===== config.mk =====
export PLATFORM = sky130hd
export DESIGN_NAME = pattern_serializer
export DESIGN_NICKNAME = d
export VERILOG_FILES = /design/src/rtl/pattern_serializer.sv
export SDC_FILE = /design/constraint.sdc
export NUM_CORES = 1
export LEC_CHECK = 0
export CELL_PAD_IN_SITES_DETAIL_PLACEMENT = 1
export CELL_PAD_IN_SITES_GLOBAL_PLACEMENT = 2
export CORE_AREA = 8 8 80 96
export DETAILED_ROUTE_END_ITERATION = 16
export DIE_AREA = 0 0 88 104
export PLACE_DENSITY_LB_ADDON = 0.1
export SYNTH_ARGS = -nofsm -noshare
export SYNTH_HDL_FRONTEND = slang
export SYNTH_SLANG_ARGS = --single-unit

===== constraint.sdc =====
create_clock -name clk -period 5.1 [get_ports clk]
set_input_delay 0.765 -clock clk [delete_from_list [all_inputs] [get_ports clk]]
set_output_delay 0.765 -clock clk [all_outputs]
set_load 0.05 [all_outputs]

===== src/rtl/pattern_serializer.sv =====
// pattern_serializer
//
// Serial test-pattern transmitter for the lab sequence-detector FSMs.
// On start it latches a parallel pattern and shifts it out MSB-first on `w`,
// one bit per clock. The pattern is sent repeat_cnt+1 times, with GAP idle
// cycles between copies, and progress is reported through busy, done and
// sent_count.
//
// Parameters:
//   PATTERN_LEN  bits per pattern (2..16)
//   GAP          idle cycles between repeats (0..15)
//   CNT_W        width of sent_count
//
// Ports:
//   clk         rising-edge clock
//   reset       asynchronous active-high reset
//   start       request a job (sampled only in IDLE)
//   abort       synchronous cancel, highest priority after reset
//   pattern     bits to send, bit PATTERN_LEN-1 goes first
//   repeat_cnt  pattern is sent repeat_cnt+1 times
//   w           registered serial data bit
//   w_valid     high while w carries a pattern bit
//   busy        high from the first bit through the DONE cycle
//   done        one-cycle pulse after the last bit of the last repeat
//   sent_count  pattern bits consumed in the current or most recent job

module pattern_serializer #(
    parameter int PATTERN_LEN = 8,
    parameter int GAP         = 2,
    parameter int CNT_W       = 12
) (
    input  logic                   clk,
    input  logic                   reset,
    input  logic                   start,
    input  logic                   abort,
    input  logic [PATTERN_LEN-1:0] pattern,
    input  logic [3:0]             repeat_cnt,
    output logic                   w,
    output logic                   w_valid,
    output logic                   busy,
    output logic                   done,
    output logic [CNT_W-1:0]       sent_count
);

    localparam int IDX_W = (PATTERN_LEN > 1) ? $clog2(PATTERN_LEN) : 1;
    localparam logic [IDX_W-1:0] LAST_IDX = IDX_W'(PATTERN_LEN - 1);
    localparam logic [3:0] GAP_LAST = (GAP > 0) ? 4'(GAP - 1) : 4'd0;

    typedef enum logic [1:0] {
        S_IDLE,
        S_SHIFT,
        S_GAP,
        S_DONE
    } state_t;

    state_t                   state, state_next;
    logic [PATTERN_LEN-1:0]   shift_reg, shift_next;
    logic [PATTERN_LEN-1:0]   saved_pat, saved_next;
    logic [IDX_W-1:0]         bit_idx, bit_idx_next;
    logic [3:0]               rep_left, rep_left_next;
    logic [3:0]               gap_cnt, gap_cnt_next;
    logic [CNT_W-1:0]         sent_next;
    logic                     w_next, w_valid_next, busy_next, done_next;

    // State and datapath registers. The outputs are registered copies of
    // values derived from the next state, so w always shows the MSB of the
    // shift register the moment the FSM sits in SHIFT.
    always_ff @(posedge clk or posedge reset) begin
        if (reset) begin
            state      <= S_IDLE;
            shift_reg  <= '0;
            saved_pat  <= '0;
            bit_idx    <= '0;
            rep_left   <= '0;
            gap_cnt    <= '0;
            sent_count <= '0;
            w          <= 1'b0;
            w_valid    <= 1'b0;
            busy       <= 1'b0;
            done       <= 1'b0;
        end else begin
            state      <= state_next;
            shift_reg  <= shift_next;
            saved_pat  <= saved_next;
            bit_idx    <= bit_idx_next;
            rep_left   <= rep_left_next;
            gap_cnt    <= gap_cnt_next;
            sent_count <= sent_next;
            w          <= w_next;
            w_valid    <= w_valid_next;
            busy       <= busy_next;
            done       <= done_next;
        end
    end

    // Next-state and datapath logic. In SHIFT the bit currently on w is the
    // one the detector samples at this edge, so sent_count counts it here.
    // After the last bit of a copy the shift register is reloaded from the
    // latched pattern; with GAP=0 the reload feeds the very next cycle.
    always_comb begin
        state_next    = state;
        shift_next    = shift_reg;
        saved_next    = saved_pat;
        bit_idx_next  = bit_idx;
        rep_left_next = rep_left;
        gap_cnt_next  = gap_cnt;
        sent_next     = sent_count;

        case (state)
            S_IDLE: begin
                if (start) begin
                    shift_next    = pattern;
                    saved_next    = pattern;
                    rep_left_next = repeat_cnt;
                    bit_idx_next  = '0;
                    gap_cnt_next  = '0;
                    sent_next     = '0;
                    state_next    = S_SHIFT;
                end
            end

            S_SHIFT: begin
                sent_next = sent_count + CNT_W'(1);
                if (bit_idx == LAST_IDX) begin
                    bit_idx_next = '0;
                    if (rep_left != 4'd0) begin
                        rep_left_next = rep_left - 4'd1;
                        shift_next    = saved_pat;
                        gap_cnt_next  = '0;
                        state_next    = (GAP > 0) ? S_GAP : S_SHIFT;
                    end else begin
                        shift_next = shift_reg << 1;
                        state_next = S_DONE;
                    end
                end else begin
                    bit_idx_next = bit_idx + IDX_W'(1);
                    shift_next   = shift_reg << 1;
                end
            end

            S_GAP: begin
                if (gap_cnt == GAP_LAST) begin
                    gap_cnt_next = '0;
                    state_next   = S_SHIFT;
                end else begin
                    gap_cnt_next = gap_cnt + 4'd1;
                end
            end

            S_DONE: begin
                state_next = S_IDLE;
            end

            default: begin
                state_next = S_IDLE;
            end
        endcase

        // Abort freezes the datapath (sent_count keeps its value) and
        // returns to IDLE; it also wins over a simultaneous start.
        if (abort) begin
            state_next    = S_IDLE;
            shift_next    = shift_reg;
            saved_next    = saved_pat;
            bit_idx_next  = bit_idx;
            rep_left_next = rep_left;
            gap_cnt_next  = gap_cnt;
            sent_next     = sent_count;
        end
    end

    // Output values for the cycle after the edge, decoded from the next state.
    always_comb begin
        w_next       = 1'b0;
        w_valid_next = 1'b0;
        busy_next    = 1'b0;
        done_next    = 1'b0;

        case (state_next)
            S_SHIFT: begin
                w_next       = shift_next[PATTERN_LEN-1];
                w_valid_next = 1'b1;
                busy_next    = 1'b1;
            end
            S_GAP: begin
                busy_next = 1'b1;
            end
            S_DONE: begin
                busy_next = 1'b1;
                done_next = 1'b1;
            end
            default: begin
                busy_next = 1'b0;
            end
        endcase
    end

endmodule


-- After elaboration in Yosys (flattened, before gate mapping)
Cells that the tools add are included.
- register bits after elaboration: 45
- bits in latches: 0
- bits in writable memories: 0
- memory bits (read-only): 0
- input port bits: 16
- output and inout bits: 16
- word-level logic and storage cells: 66
- memories: 0
- add/subtract/negate cells: 4
- multiply operators: 0
- div/mod/pow operators: 0
- magnitude comparators: 0
- equal/unequal tests: 11
- shift-type cells: 0
- multiplexer cells: 29
- bitwise operators: 1
- reductions and logical operators: 9
- operators by type and width (operator ; number):
    8-bit 2-to-1 mux ; 4
    4-bit 2-to-1 mux ; 7
    12-bit one-hot mux with 2 select lines ; 1
    8-bit one-hot mux with 2 select lines ; 1
    12-bit by 1-bit adder with 12-bit output, second input constant ; 1
    12-bit 2-to-1 mux ; 1
    4-bit one-hot mux with 3 select lines ; 1
    5-bit AND reduction ; 2
    2-bit equality test, second input constant ; 4
    2-bit 2-to-1 mux ; 4
    2-bit one-hot mux with 4 select lines ; 1
    4-bit one-hot mux with 2 select lines ; 1
    3-bit 2-to-1 mux ; 2
    2-bit inequality test, second input constant ; 3
    3-bit one-hot mux with 2 select lines ; 1
    3-bit AND reduction ; 2
    1-bit 2-to-1 mux ; 5
    4-bit by 1-bit adder with 4-bit output, second input constant ; 1
    2-bit by 1-bit equality test with 1-bit output, second input constant ; 2
    4-bit by 1-bit equality test with 1-bit output, second input constant ; 1
    4-bit nonzero test ; 1
    4-bit by 1-bit subtractor with 4-bit output, second input constant ; 1
    3-bit by 1-bit adder with 3-bit output, second input constant ; 1
    3-bit equality test, second input constant ; 1
    5 further kinds ; 5

-- Longest topological paths before layout
- word-level depth: 8
- gate-level depth with buffers: 7
- mapped depth without buffers: 6

-- Worst setup path before layout
Ideal clock, no wire load.
- kind: in2reg
- start: in start
- end: reg saved_pat[0]
- library setup time: 0.125 ns
- arrival time: 2.152 ns
- required time: 4.975 ns
- slack: 2.823 ns
- cell stages on the path: 4
- buffers on the path: 2
- cells stage by stage: clkbuf_1 nor4b_2 buf_2 mux2_2
- word-level cells in the longest chain between the ends: 1
- RTL lines (item ; line ; RTL):
    start, declared ; 34 ; input logic start,
    3-bit AND reduction (no line) ; - ;
    end signal, assigned ; 84 ; saved_pat <= saved_next;
    end, declared ; 58 ; logic [PATTERN_LEN-1:0] saved_pat, saved_next;
No other way between the ends.
A chain may end at the register's enable or synchronous reset.

-- Worst setup path in the final report
- start: in abort
- end: reg sent_count[8]
- word-level cells in the longest chain between the ends: 2
- RTL lines (item ; line ; RTL):
    start, declared ; 35 ; input logic abort,
    1-bit inverter (no line) ; - ;
    3-bit AND reduction (no line) ; - ;
    end signal, assigned ; 88 ; sent_count <= sent_next;
    end, declared ; 42 ; output logic [CNT_W-1:0] sent_count
No other way between the ends.

==> metrics.csv <==
stage,metric,value,unit
status,outcome,finished clean,
sta,slew_headroom,15.4,%
sta,fin_tns_setup,0,ns
sta,fmax,0.367,GHz
setup_path,crit_path_max_fanout,12,
sta,setup_violations,0,
setup_path,rr_worst_depth,4,
power,p_total,0.961,mW
cts,cts_tree,built,
cts,clockBufferDepth,2,
drt,wl,5.70,mm
final_layout,syn2layout_area_growth,23.4,%
cts,clk_latency,0.29,ns
drt,vias,1784,
min_path,hold-path-cell-count,2,
logic_synthesis,synth-seq-area-share,49.7,%
power,power.internal,0.687,mW
sta,layout_min_cycle_time,2.73,ns
power,pwr-share-clk,33.0,%
setup_path,timing.rr.start,state[0],
setup_path,worst-endpoint-required,5.32,ns
sta,final_max_slew_viol_count,0,
floorplanning,core,6210,um^2
drt,wl_met2,2.94,mm
cts,ctsHtreeMaxLevel,2,
cts,cts.clk_slew.worst_paths,0.09,ns
logic_synthesis,yosys_most_used_dff,dfrtp_1,
final_layout,num-nets-final,265,
logic_synthesis,syn_avg_cell_area,10.6,um^2
sta,rsz0062_at_grt,false,
logic_synthesis,syn-num-nets,236,
setup_path,rr_endpoint,sent_count[8],
cts,cts_root_buf,clkbuf_8,
sta,post-route-period-util,53.4,%
floorplanning,die_h,104,um
drt,vias_per_cell,5.44,
logic_synthesis,synthesis.instances,213,
global_route,antenna_found_initial,0,
final_layout,nFillCells,698,
place,dpl.cell_count,320,
logic_synthesis,postSynth.asyncResetShare,100,%
power,ir_drop,133,uV
sta,hold_viol,0,
drt,ant_nets,0,
drt,route.detailed.drc,0,
final_layout,seqCellArea,1130,um^2
setup_path,path_class,in2reg,
floorplanning,start_util,36.5,%
floorplanning,ios,32,
power,p_switching,0.274,mW
global_route,grt.overflow.total,0,
run,drv_cap,0,
place,hpwl,4.26,mm
min_path,min_from,shift_reg[0],
final_layout,drive_gt1_share,10.7,%
setup_path,end_kind,flop,
drt,wire_per_inst,17.4,um
global_route,groute.usage.overall,13.3,%
global_route,grt_max_degree,46,
drt,first_pass_iters,4,
cts,post-cts-setup-buffers,0,
setup_path,rrSetupSlack,2.93,ns
power,switching_share,28.5,%
place,gp_congestion,0.800,
sta,fin_skew,0.00691,ns
logic_synthesis,synthesis.area,2260,um^2
floorplanning,die_area,9150,um^2
logic_synthesis,synth_cell_type_count,45,
drt,drt_iter0_markers,46,
setup_path,crit_path_start_kind,primary input,
power,power_density,344,nW/um^2
sta,worst_pin_slew,1.26,ns
final_layout,final_core_util,45.0,%
min_path,min_to,shift_reg[0],
final_layout,multi_input_area,1070,um^2
cts,ctsResizeCount,0,
final_layout,largest_register_ffs,12,
drt,dr.max_layer_used,met4,
logic_synthesis,ys_ff_latch,45,
min_path,worst_hold_path_type,reg2reg,
power,p_leak,1.22,nW
place,portBuffers,31,
final_layout,fin_area,2790,um^2
place,placed_area,2660,um^2
cts,cts_hold_buffers,0,
power,seqPwrFrac,46.7,%
drt,met3_length,247,um
final_layout,diodes,0,
cts,numCtsBuffers,5,
global_route,grt_first_pass_wirelength,9.78,mm
logic_synthesis,synth_edf_count,0,
logic_synthesis,ys_warn_count,0,
power,p_comb_share,20.4,%
final_layout,finalNonFillerCells,328,
setup_path,critPathArrivalTime,2.95,ns
global_route,grt_pass1_vias,1969,
floorplanning,std_cell_rows,32,
drt,met1Wirelength,2.43,mm
cts,cts.sinks,45,
floorplanning,die_x,88,um
-- worst max-delay path: stages --
cell and delay [ns]:
clkdlybuf4s50_1 0.65, or2_0 0.44, or3_4 0.45, or4_1 0.49, a21oi_1 0.15
-- final cells by class --
| type | count | area share [%] |
|---|---|---|
| flip-flops and latches | 45 | 40.3 |
| repair buffers | 33 | 11.6 |
| well taps | 85 | 3.81 |
| clock buffers | 5 | 2.46 |
| multi-input cells | 148 | 38.2 |
| clock inverters | 3 | 2.33 |
| inverters | 9 | 1.21 |
-- through the flow --
| stage | worst slack (ns) | hold WS, ns |
|---|---|---|
| floorplan | 2.82 | 0.450 |
| finish | 2.37 | 0.505 |
| CTS | 2.38 | 0.512 |
| detailed placement | 2.07 | 0.495 |
| global placement | 2.11 | 0.490 |
| global route | 2.20 | 0.538 |
-- worst max-delay path by stage --
stage	endpoint	depth (start not counted)	slack [ns]	from
2_1_floorplan	saved_pat[0]	4	2.82	start
3_3_place_gp	sent_count[11]	5	2.11	abort
3_5_place_dp	sent_count[9]	5	2.07	abort
4_1_cts	sent_count[9]	5	2.38	abort
5_1_grt	sent_count[11]	5	2.20	abort
6_report	sent_count[8]	5	2.37	abort
-- metal layers --
| metal | vias to the layer above | global-route usage (%) |
|---|---|---|
| met3 | 8 | 2.92 |
| met4 | 0 | 4.56 |
| met1 | 898 | 15.7 |
| met2 | 38 | 22.6 |
| met5 | - | 0 |
| li1 | 840 | - |
-- power by group through the flow --
stage | clock, mW | combinational, mW | sequential, mW
final | 0.317 | 0.196 | 0.449
after global routing | 0.340 | 0.216 | 0.455
after CTS | 0.328 | 0.199 | 0.449
after detailed placement | 0 | 0.199 | 0.456
after global placement | 0 | 0.188 | 0.451
after floorplan | 0 | 0.112 | 0.468
-- kinds of logic (layout without fill, tap and decap cells) --
family | Yosys count | after routing | synth area share, %
muxes | 18 | 18 | 8.51
and+or+nand+nor | 69 | 69 | 18.2
xor gates and xnor gates | 6 | 6 | 2.32
adders and majority gates | 7 | 7 | 3.87
AOI/OAI and AO/OA | 48 | 48 | 13.9
DFF | 45 | 45 | 49.7
buffers and inverters | 20 | 50 | 3.48
-- cell usage in the layout, fill, tap and decap left out, types with 6 or more instances in the layout --
master and count:
a21oi_1 7, mux2i_1 8, o21ai_0 12, a22oi_1 6, inv_1 8, xnor2_1 6, clkdlybuf4s50_1 31, nand3_1 8
nor3b_1 6, nor2_1 13, mux2_2 10, dfrtp_1 45, ha_1 7
-- Yosys cell counts (all sizes together) (4+ instances only) --
cell,count,area share (%)
a21oi,7,1.5
nand3,8,1.8
clkbuf,8,1.4
dfrtp,45,50
o21ai,13,2.9
mux2,10,5.0
inv,9,1.5
ha,7,3.9
nand2,5,0.83
o31ai,4,1.3
nor4,5,1.4
and3,4,1.1
a22oi,6,2.0
mux2i,8,3.5
nor3b,6,2.0
nand4,4,1.1
nor2,13,2.2
xnor2,6,2.3
nor2b,5,1.4
Note: power is estimated with default switching activity, not from simulation.
